[src/rtl/bit_packer_if.sv]
// Field-in / word-out bus of the bit packer.
// The producer/consumer side uses the master modport and the packer uses the slave modport.
interface bit_packer_if;
    logic        pushin;
    logic [3:0]  lenin;
    logic [14:0] datain;
    logic        flush;
    logic        reqin;
    logic        full;
    logic        pushout;
    logic [31:0] dataout;

    modport master (
        output pushin, lenin, datain, flush, reqin,
        input  full, pushout, dataout
    );

    modport slave (
        input  pushin, lenin, datain, flush, reqin,
        output full, pushout, dataout
    );
endinterface

[src/rtl/bit_packer.sv]
// Bit packer: packs 0..15-bit fields MSB-first into 32-bit words.
// Completed words are buffered in a small word FIFO.
// A consumer drains the FIFO one word per reqin, and each granted request gives a one-cycle pushout.
module bit_packer #(
    parameter int DEPTH = 8,
    parameter int AW    = 3
) (
    input  logic         clock,
    input  logic         reset,
    bit_packer_if.slave  bus
);
    localparam logic [AW:0] DEPTH_C = (AW+1)'(DEPTH);

    // The accumulator holds cnt_q pending bits, right-justified; the oldest bit is the highest valid bit.
    logic [46:0]   acc_q, acc_d;
    logic [5:0]    cnt_q, cnt_d;
    logic [AW-1:0] wr_ptr_q, wr_ptr_d;
    logic [AW-1:0] rd_ptr_q, rd_ptr_d;
    logic [AW:0]   occ_q, occ_d;
    logic          pushout_q, pushout_d;
    logic [31:0]   dataout_q, dataout_d;

    logic [31:0]   mem [DEPTH];

    logic          wr_en;
    logic [31:0]   wr_word;
    logic          rd_en;
    logic          full_w;
    logic [46:0]   masked;
    logic [46:0]   wide;
    logic [46:0]   shifted;
    logic [46:0]   flushed;
    logic [5:0]    new_cnt;
    logic [5:0]    rem;

    assign full_w = (occ_q == DEPTH_C);

    // Packing: append the masked field, and split off a full word when 32 or more bits are pending.
    always_comb begin
        masked  = {32'd0, bus.datain} & ((47'd1 << bus.lenin) - 47'd1);
        wide    = (acc_q << bus.lenin) | masked;
        new_cnt = cnt_q + {2'b00, bus.lenin};
        rem     = new_cnt - 6'd32;
        shifted = wide >> rem;
        flushed = acc_q << (6'd32 - cnt_q);
        acc_d   = acc_q;
        cnt_d   = cnt_q;
        wr_en   = 1'b0;
        wr_word = 32'd0;
        if (!full_w) begin
            if (bus.pushin) begin
                if (new_cnt >= 6'd32) begin
                    wr_en   = 1'b1;
                    wr_word = shifted[31:0];
                    acc_d   = wide & ((47'd1 << rem) - 47'd1);
                    cnt_d   = rem;
                end else begin
                    acc_d = wide;
                    cnt_d = new_cnt;
                end
            end else if (bus.flush && (cnt_q != 6'd0)) begin
                // Left-align the partial bits at word bit 31 and zero-pad the remaining bits.
                wr_en   = 1'b1;
                wr_word = flushed[31:0];
                acc_d   = 47'd0;
                cnt_d   = 6'd0;
            end
        end
    end

    // FIFO bookkeeping: serve a read only if the FIFO was non-empty before the edge.
    always_comb begin
        rd_en     = bus.reqin && (occ_q != '0);
        wr_ptr_d  = wr_en ? wr_ptr_q + 1'b1 : wr_ptr_q;
        rd_ptr_d  = rd_en ? rd_ptr_q + 1'b1 : rd_ptr_q;
        occ_d     = occ_q;
        case ({wr_en, rd_en})
            2'b10:   occ_d = occ_q + 1'b1;
            2'b01:   occ_d = occ_q - 1'b1;
            default: occ_d = occ_q;
        endcase
        pushout_d = rd_en;
        dataout_d = rd_en ? mem[rd_ptr_q] : 32'd0;
    end

    // Word storage; the pointers and occupancy counter define what is valid, so this array has no reset.
    always_ff @(posedge clock) begin
        if (reset && wr_en) begin
            mem[wr_ptr_q] <= wr_word;
        end
    end

    // State registers, with a synchronous active-low clear.
    always_ff @(posedge clock) begin
        if (!reset) begin
            acc_q     <= '0;
            cnt_q     <= '0;
            wr_ptr_q  <= '0;
            rd_ptr_q  <= '0;
            occ_q     <= '0;
            pushout_q <= 1'b0;
            dataout_q <= '0;
        end else begin
            acc_q     <= acc_d;
            cnt_q     <= cnt_d;
            wr_ptr_q  <= wr_ptr_d;
            rd_ptr_q  <= rd_ptr_d;
            occ_q     <= occ_d;
            pushout_q <= pushout_d;
            dataout_q <= dataout_d;
        end
    end

    assign bus.full    = full_w;
    assign bus.pushout = pushout_q;
    assign bus.dataout = dataout_q;
endmodule

[src/flat_wrapper.sv]
// flat-port wrapper written by rule: the top's interface ports become plain ports
module bit_packer_flat 
#(
    parameter int DEPTH = 8,
    parameter int AW    = 3
)
  (clock, reset, bus_pushin, bus_lenin, bus_datain, bus_flush, bus_reqin, bus_full, bus_pushout, bus_dataout);
  bit_packer_if bus_i ();
  input  logic clock;
  input  logic reset;
  input wire logic [$bits(bus_i.pushin)-1:0] bus_pushin;
  input wire logic [$bits(bus_i.lenin)-1:0] bus_lenin;
  input wire logic [$bits(bus_i.datain)-1:0] bus_datain;
  input wire logic [$bits(bus_i.flush)-1:0] bus_flush;
  input wire logic [$bits(bus_i.reqin)-1:0] bus_reqin;
  output wire logic [$bits(bus_i.full)-1:0] bus_full;
  output wire logic [$bits(bus_i.pushout)-1:0] bus_pushout;
  output wire logic [$bits(bus_i.dataout)-1:0] bus_dataout;
  assign bus_i.pushin = bus_pushin;
  assign bus_i.lenin = bus_lenin;
  assign bus_i.datain = bus_datain;
  assign bus_i.flush = bus_flush;
  assign bus_i.reqin = bus_reqin;
  assign bus_full = bus_i.full;
  assign bus_pushout = bus_i.pushout;
  assign bus_dataout = bus_i.dataout;
  bit_packer #(.DEPTH(DEPTH), .AW(AW)) u_core (.clock(clock), .reset(reset), .bus(bus_i));
endmodule
[config.mk]
export PLATFORM = sky130hd
export DESIGN_NAME = bit_packer_flat
export DESIGN_NICKNAME = d
export VERILOG_FILES = /design/src/rtl/bit_packer_if.sv /design/src/rtl/bit_packer.sv /design/src/flat_wrapper.sv
export SDC_FILE = /design/constraint.sdc
export NUM_CORES = 1
export LEC_CHECK = 0
export CORE_MARGIN = 2
export CORE_UTILIZATION = 40
export CTS_CLUSTER_DIAMETER = 30
export CTS_CLUSTER_SIZE = 30
export DETAILED_ROUTE_END_ITERATION = 8
export GPL_ROUTABILITY_DRIVEN = 0
export PLACE_DENSITY_LB_ADDON = 0.12
export SLEW_MARGIN = 20
export SYNTH_ARGS = -nofsm -noshare
export SYNTH_HDL_FRONTEND = slang
export SYNTH_SLANG_ARGS = --single-unit
[constraint.sdc]
create_clock -name clock -period 9.4 [get_ports clock]
set_input_delay 2.82 -clock clock [delete_from_list [all_inputs] [get_ports clock]]
set_output_delay 2.82 -clock clock [all_outputs]
set_load 0.05 [all_outputs]
==> run summary, run 1 <==
The flow ran to the end, but the final reports show violations. The checks that failed: design-rule violations. The buffer depth of the longest clock path is 3. The iteration-0 DRC count of the detailed router is 2282. The buffer count from post-CTS setup fixing is 0. The worst setup path is captured at a register. Broken down by cell family, the worst path's largest delay share belongs to simple AND/OR/NAND/NOR gates.

Traced cell by cell, the critical path runs through buf_2 > buf_4 > ha_1 > a21o_1 > a2111oi_0 > mux2i_1 > o32a_1 > nor2_1 > nand2_1 > ha_1 > and3_1 > nand3_1 > a211oi_1 > buf_4 > or2_2 > a32o_1. The clock tree from TritonCTS is yes. Dividing the detail-routed via count by the number of cells gives 6.66. The clock latency at the later pin of the worst-skew pair is 630 ps. The average footprint of a synthesized cell came out at 11.7 um2. The number of buffers created by CTS is 81.

For this configuration, the core starts out at a cell density of 0.404. The die width is 237 um. The count of vias placed by the detailed router is 17788. The post-DP HPWL is 53900 um. The transition time at the pin with the least slew margin came out at 1090 ps. The library cell used most frequently in the layout, excluding fill and tap cells, is sky130_fd_sc_hd__edfxtp_1. The start-to-end type of the worst setup path is input pin to register.

The count of buffers added on input and output ports is 57. The final number of max-transition violations is 0. Hold timing on the final database bottoms out at a slack of 475 ps. The final global-route overflow total is 0. The via count of the first global-routing pass came out at 17168.

The total of max-cap violations is 0. The die covers 0.0561 mm2. The cell at the root of the clock tree is sky130_fd_sc_hd__clkbuf_16.

The share of cells above drive strength 1 came out at 0.222. The synthesized cell area came out at 0.0217 mm2. The worst setup margin came out at 1950 ps. In the final timing run, aggregate negative setup slack is 0 ps. For this run, the number of Yosys warnings is 0. The number of nets in the finished design came out at 1941. VDD sags by at most 0.152 mV. After layout, the design draws a total of 6.77 mW. In this run the top signal layer used is met4. The core box area came out at 0.0537 mm2. The met3 layer wire length in the routed design came out at 7670 um. In the final layout, the multi-input gates occupy 0.0114 mm2. Entering global routing, the biggest net connects 68 pins. The number of clock sinks came out at 352.

The number of fill cells came out at 4770. The post-detailed-routing wire length came out at 77800 um. STA classifies the critical path startpoint as an input pin. Among all flip-flop cells after synthesis, the most frequent one is sky130_fd_sc_hd__edfxtp_1. The hold violation count in the final report is 0. The largest area contributor in the synthesized netlist is sky130_fd_sc_hd__edfxtp_1. The total power per unit cell area came out at 262 mW/mm2. The area of all placed cells without fillers came out at 0.0258 mm2. The number of antenna violations at the first check in global routing is 0. The post-route clock period utilization is 0.793. After synthesis, the cell types taking the most area are sky130_fd_sc_hd__edfxtp_1 35%, sky130_fd_sc_hd__mux4_2 16%, sky130_fd_sc_hd__dfxtp_1 8.9%.

Setup repair after global routing left no endpoint under its margin. The highest achievable clock rate is 134 MHz. The setup clock skew after layout is 33.4 ps. The async set-or-reset flop fraction in the synthesized netlist is 0. The number of search-and-repair iterations in the first detailed-routing pass is 9. The critical path's slowest cell is sky130_fd_sc_hd__buf_4. The class of the worst hold path is register to register. The die is 237 um tall. STA puts the critical path data required time at 9890 ps. The number of core rows is 85.

The area after detailed placement is 0.0230 mm2. The normalized max-slew margin came out at 0.271. The CTS H-tree depth is 3. The number of buffers and inverters on the critical path came out at 3. The total met2 wirelength after detailed routing is 34300 um. The count of nets left with antenna violations after detail routing came out at 0. The cell count after synthesis is 1857. The number of register bits inferred by synthesis came out at 352. Relative to the synthesized area, the layout overhead comes to 19.2%. The sequential cell area fraction in the yosys report is 0.443. The area occupied by registers is 0.00962 mm2. The number of top-level design ports is 58. The first-pass GRT wire length is 115000 um.

In this run the static leakage power is 8.74 nW. The detail-routed net length per standard cell is 29.1 um. The net count of the mapped netlist is 1895. The wire length on met1 came out at 31200 um. The count of hold buffers inserted by post-cts repair came out at 0.

The unique cell type count in the Yosys netlist came out at 86. The post-route minimum period is 7450 ps. The register clock-pin slew on the reported worst setup and hold paths is 50 ps.

The largest stage delay on the critical path is 660 ps. The total global-route track usage came out at 0.275. In the layout the commonest cells are 256 x sky130_fd_sc_hd__edfxtp_1, 199 x sky130_fd_sc_hd__nand2_1, 177 x sky130_fd_sc_hd__nor2_1. The final routed DRC violation total came out at 15. In this run, synthesis inferred 256 flip-flops with an integrated enable.

The number of failing setup endpoints in the final timing report came out at 0. The arrival time at the worst endpoint is 7940 ps. The maximum net fanout on the critical path came out at 67. The proportion of netlist area held by the largest area contributor came out at 0.354. The quantity of gates resized following cts is 0. The worst slack after detailed placement came out at 1660 ps.
## Yosys cell counts, types with 10 or more instances
cell                       number
sky130_fd_sc_hd__o221ai_1      11
sky130_fd_sc_hd__inv_1         24
sky130_fd_sc_hd__mux4_1        16
sky130_fd_sc_hd__a211oi_1      29
sky130_fd_sc_hd__a31oi_1       22
sky130_fd_sc_hd__a22oi_1       24
sky130_fd_sc_hd__mux2_2        42
sky130_fd_sc_hd__xor2_1        10
sky130_fd_sc_hd__dfxtp_1       96
sky130_fd_sc_hd__nor3_1        30
sky130_fd_sc_hd__o22ai_1       24
sky130_fd_sc_hd__o21ai_0       70
sky130_fd_sc_hd__a32oi_1       14
sky130_fd_sc_hd__nor2_1       184
sky130_fd_sc_hd__nand3_1       28
sky130_fd_sc_hd__clkbuf_1      97
sky130_fd_sc_hd__edfxtp_1     256
sky130_fd_sc_hd__nand2_1      199
sky130_fd_sc_hd__mux4_2       151
sky130_fd_sc_hd__mux2i_1      123
sky130_fd_sc_hd__o211ai_1      29
sky130_fd_sc_hd__ha_1          12
sky130_fd_sc_hd__a21oi_1       92
sky130_fd_sc_hd__buf_1         25
## cell type report
class | count | area share
diodes | 2 | 0.000194
clock buffers | 98 | 0.0828
clock inverters | 53 | 0.0282
inverters | 29 | 0.00421
multi-input cells | 1325 | 0.441
flip-flops and latches | 352 | 0.372
well taps | 696 | 0.0337
repair buffers | 114 | 0.0382
## registers in the layout, indices dropped and copies added, names as in the netlist
| signal | flops |
|---|---|
| u_core.mem | 256 |
| u_core.wr_ptr_q | 3 |
| u_core.occ_q | 4 |
| u_core.bus.pushout | 1 |
| u_core.cnt_q | 6 |
| u_core.acc_q | 47 |
| u_core.rd_ptr_q | 3 |
| u_core.bus.dataout | 32 |
## worst reg2reg max path: stages (launching register included)
cell and delay (ps):
sky130_fd_sc_hd__dfxtp_2 300, sky130_fd_sc_hd__buf_4 430, sky130_fd_sc_hd__ha_2 370, sky130_fd_sc_hd__inv_1 80, sky130_fd_sc_hd__fa_2 450, sky130_fd_sc_hd__nand2b_1 190
sky130_fd_sc_hd__a2111oi_0 390, sky130_fd_sc_hd__mux2i_1 200, sky130_fd_sc_hd__o32a_1 640, sky130_fd_sc_hd__nor2_1 670, sky130_fd_sc_hd__nand2_1 270, sky130_fd_sc_hd__ha_1 460
sky130_fd_sc_hd__and3_1 250, sky130_fd_sc_hd__nand3_1 100, sky130_fd_sc_hd__a211oi_1 80, sky130_fd_sc_hd__buf_4 190, sky130_fd_sc_hd__or2_2 280, sky130_fd_sc_hd__a32o_1 240
## stage by stage
step | utilization | cells
after floorplan | - | 1857
after global placement | 0.427 | 2513
after detailed placement | 0.428 | 2514
after CTS | 0.481 | 2665
after global routing | 0.481 | 2667
final | 0.481 | 2669
## power breakdown
group / leakage [nW] / internal [mW] / switching, mW
sequential: 3.14 / 1.79 / 0.0823
clock: 1.40 / 1.97 / 0.924
combinational: 4.20 / 0.698 / 1.32
total: 8.74 / 4.45 / 2.32
## kinds of logic after synthesis
kind of cell,after synthesis,share of synthesized area
AND/OR/NAND/NOR,506,0.100
AO/OA/AOI/OAI,451,0.144
flip-flops,352,0.443
multiplexers,336,0.259
buffers and inverters,180,0.0383
XOR/XNOR,18,0.00727
adder cells (fa/ha/maj),14,0.00877
## final timing paths
| check | end | slack, ps | cells after the start | start |
|---|---|---|---|---|
| worst min register to register | u_core.acc_q[46] | 480 | 2 | u_core.acc_q[46] |
| worst min-delay path | u_core.acc_q[46] | 480 | 2 | u_core.acc_q[46] |
| worst max-delay path | u_core.acc_q[44] | 1950 | 16 | bus_lenin[1] |
| worst max register to register | u_core.acc_q[44] | 3670 | 17 | u_core.cnt_q[0] |
## per-layer routing
layer  vias to the layer above  track usage
met5                         -            0
met4                         0        0.144
met3                       305       0.0768
met2                      1164        0.413
met1                      8808        0.364
li1                       7511            -
Power figures use the tool's default switching activity.
==> run 2: changes to the inputs <==
clock period = 7.4 ns   (was 9.4 ns; I/O delays follow)
==> run summary, run 2 (same netlist as run 1, synthesis figures left out) <==
Outcome: complete, no violations (was complete, but fails checks). The leakage power figure came out at 8.84 nW (was 8.74 nW). The maximum net fanout on the critical path is 67 (unchanged). The count of input and output buffers came out at 57 (unchanged). The die width came to 237 um (unchanged). The final global-route overflow total came out at 0 (unchanged). The critical path launch point type was an input pin (unchanged). The clock tree from TritonCTS is yes (unchanged). The area of all placed cells without fillers came out at 0.0261 mm2 (was 0.0258 mm2).

The origin of the worst min-delay path was u_core.acc_q[46] (unchanged). The final non-filler cell total came out at 2690 (was 2669). The number of failing setup endpoints in the final timing report is 0 (unchanged).

The count of hold buffers inserted by post-cts repair is 0 (unchanged). The total global-route track usage was 0.273 (was 0.275). The number of antenna violations at the first check in global routing came out at 0 (unchanged). The accumulated negative setup slack is 0 ps (unchanged). The total die area is 0.0561 mm2 (unchanged). The first-pass GRT wire length is 114000 um (was 115000 um).

The area occupied by registers is 0.00962 mm2 (unchanged). The cell depth of the worst flop-to-flop path was 12 (was 17). The cell total after placement is 2533 (was 2514).

The worst supply voltage drop on vdd came out at 0.193 mV (was 0.152 mV). The number of fill cells came out at 4755 (was 4770). The required time reported for the critical path endpoint is 7920 ps (was 9890 ps). The post-detailed-routing wire length came out at 77100 um (was 77800 um). The via count of the first global-routing pass is 17320 (was 17168). The register clock-pin slew on the reported worst setup and hold paths is 40 ps (was 50 ps). The start-to-end type of the worst setup path is input pin to register (unchanged). The total of max-cap violations is 0 (unchanged).

The height of the die came out at 237 um (unchanged). The final number of max-transition violations came out at 0 (unchanged). The largest net degree at the start of global routing was 68 (unchanged). The highest achievable clock rate is 167 MHz. The area of combinational cells with multiple inputs is 0.0114 mm2 (unchanged).

The final routed DRC violation total is 0 (was 15). The source of the worst register-to-register timing path was u_core.cnt_q[0] (unchanged). The number of nets in the finished design is 1963 (was 1941). The largest stage delay on the critical path was 640 ps (was 660 ps).

The count of vias placed by the detailed router came to 17726 (was 17788). The share of cells above drive strength 1 is 0.229 (was 0.222). The buffer depth of the longest clock path is 3 (unchanged). The quantity of gates resized following cts is 0 (unchanged). The count of nets left with antenna violations after detail routing is 0 (unchanged). The number of search-and-repair iterations in the first detailed-routing pass is 6 (was 9). The cell at the root of the clock tree is sky130_fd_sc_hd__clkbuf_16 (unchanged). Among the stages of the critical path, the cell type that occurs most often is sky130_fd_sc_hd__buf_4. The register with the highest flop count is u_core.mem (unchanged). The count of cells along the worst hold path was 2 (unchanged). The buffer count from post-CTS setup fixing is 0 (unchanged).

The mean number of vias per cell came out at 6.59 (was 6.66). The CTS H-tree depth came out at 3 (unchanged). The iteration-0 DRC count of the detailed router came out at 2244 (was 2282). RSZ-0062 raised after global routing: false (unchanged). The clock latency at the later pin of the worst-skew pair is 640 ps (was 630 ps).

The critical path's slowest cell is sky130_fd_sc_hd__buf_4 (unchanged). The minimum setup slack among reg-to-reg paths came out at 2760 ps (was 3670 ps). The post-route minimum period is 6000 ps. Leading cell types in the layout, fill and taps excluded: 256 x sky130_fd_sc_hd__edfxtp_1, 199 x sky130_fd_sc_hd__nand2_1, 177 x sky130_fd_sc_hd__nor2_1 (unchanged). The normalized max-slew margin was 0.296 (was 0.271). The element type at the critical path end was a register (unchanged). The detail-routed net length per standard cell is 28.7 um (was 29.1 um). The worst hold-check slack was 471 ps (was 475 ps).

The setup clock skew after layout came out at 42.7 ps (was 33.4 ps). The number of buffers and inverters on the critical path was 5 (was 3). The core box area came to 0.0537 mm2 (unchanged). The area after detailed placement is 0.0231 mm2 (was 0.0230 mm2).

The number of top-level design ports is 58 (unchanged). The transition time at the pin with the least slew margin came out at 1060 ps (was 1090 ps). The antenna cell count is 0 (was 2). The effective utilization at floorplan was 0.404 (unchanged). The total power per unit cell area is 333 mW/mm2 (was 262 mW/mm2). The post-DP HPWL came out at 52900 um (was 53900 um). The arrival time at the worst endpoint is 6520 ps (was 7940 ps). The number of clock sinks is 352 (unchanged).

The number of buffers created by CTS is 85 (was 81). Dividing the final minimum period by the clock period gives 0.811. The flip-flop count of the largest register after layout is 256 (unchanged). The class of the worst hold path was register to register (unchanged). The relative area change from synthesis to final layout came to 20.2% (was 19.2%). The top cell family by delay on the critical path is buffers and inverters (was simple AND/OR/NAND/NOR gates). The number of core rows came out at 85 (unchanged).

The hold violation count in the final report was 0 (unchanged). The most frequent standard cell in the layout excluding fill and tap cells is sky130_fd_sc_hd__edfxtp_1 (unchanged). The capture point of the worst reg-to-reg path is u_core.mem[5][14] (was u_core.acc_q[44]). The total power consumption of the routed design came to 8.67 mW (was 6.77 mW). Sequence of cells on the critical path: buf_2 > buf_4 > ha_1 > a21o_1 > a2111oi_0 > mux2i_1 > o32a_1 > buf_4 > nor2_1 > buf_4 > nand2_1 > ha_1 > and3_1 > nand3_1 > a211oi_1 > buf_4 > or2_2 > a32o_1 (was buf_2 > buf_4 > ha_1 > a21o_1 > a2111oi_0 > mux2i_1 > o32a_1 > nor2_1 > nand2_1 > ha_1 > and3_1 > nand3_1 > a211oi_1 > buf_4 > or2_2 > a32o_1). The capture endpoint of the worst hold path is u_core.acc_q[46] (unchanged).
## run 2: power by group
part,switching (mW),internal (mW)
Sequential,0.118,2.27
Clock,1.20,2.50
Combinational,1.66,0.926
Total,2.98,5.69
## run 2: worst max-delay path by stage
stage / startpoint / slack, ps / end / cells past startpoint
after floorplan: bus_lenin[2] / 480 / u_core.mem[1][0] / 8
after global placement: bus_lenin[1] / 800 / u_core.occ_q[3] / 16
after detailed placement: bus_lenin[1] / 760 / u_core.occ_q[3] / 16
after CTS: bus_lenin[1] / 1400 / u_core.occ_q[3] / 16
after global routing: bus_lenin[1] / 1030 / u_core.occ_q[3] / 16
final: bus_lenin[1] / 1400 / u_core.acc_q[44] / 18
## run 2: worst reg2reg max path, stage by stage (launching register included)
cell                       delay (ps)
sky130_fd_sc_hd__dfxtp_2          320
sky130_fd_sc_hd__buf_4            420
sky130_fd_sc_hd__inv_2            220
sky130_fd_sc_hd__ha_1             330
sky130_fd_sc_hd__buf_4            400
sky130_fd_sc_hd__mux2i_1          180
sky130_fd_sc_hd__o22ai_1          590
sky130_fd_sc_hd__mux2i_1          240
sky130_fd_sc_hd__nand2_1          110
sky130_fd_sc_hd__o21ai_0          120
sky130_fd_sc_hd__o21ai_0          300
sky130_fd_sc_hd__o311ai_0         220
sky130_fd_sc_hd__a211oi_1         840
## run 2: layout make-up
type                       instances  area share
clock buffer                     112      0.0893
clock inverter                    44      0.0228
inverter                          29     0.00417
multi-input combinational       1325       0.437
sequential                       352       0.369
tap                              696      0.0334
timing repair buffer             132      0.0446
## run 2: layer usage
metal | vias up | GRT usage | routed length (um)
met5 | - | 0 | 0
met3 | 269 | 0.0604 | 7230
met1 | 8781 | 0.370 | 31300
li1 | 7543 | - | -
met4 | 0 | 0.128 | 3790
met2 | 1133 | 0.418 | 34800
## run 2: stage by stage
stage | utilization | worst slack [ps]
6_report | 0.485 | 1400
5_1_grt | 0.485 | 1030
4_1_cts | 0.485 | 1400
3_5_place_dp | 0.431 | 758
3_3_place_gp | 0.431 | 802
2_1_floorplan | - | 479
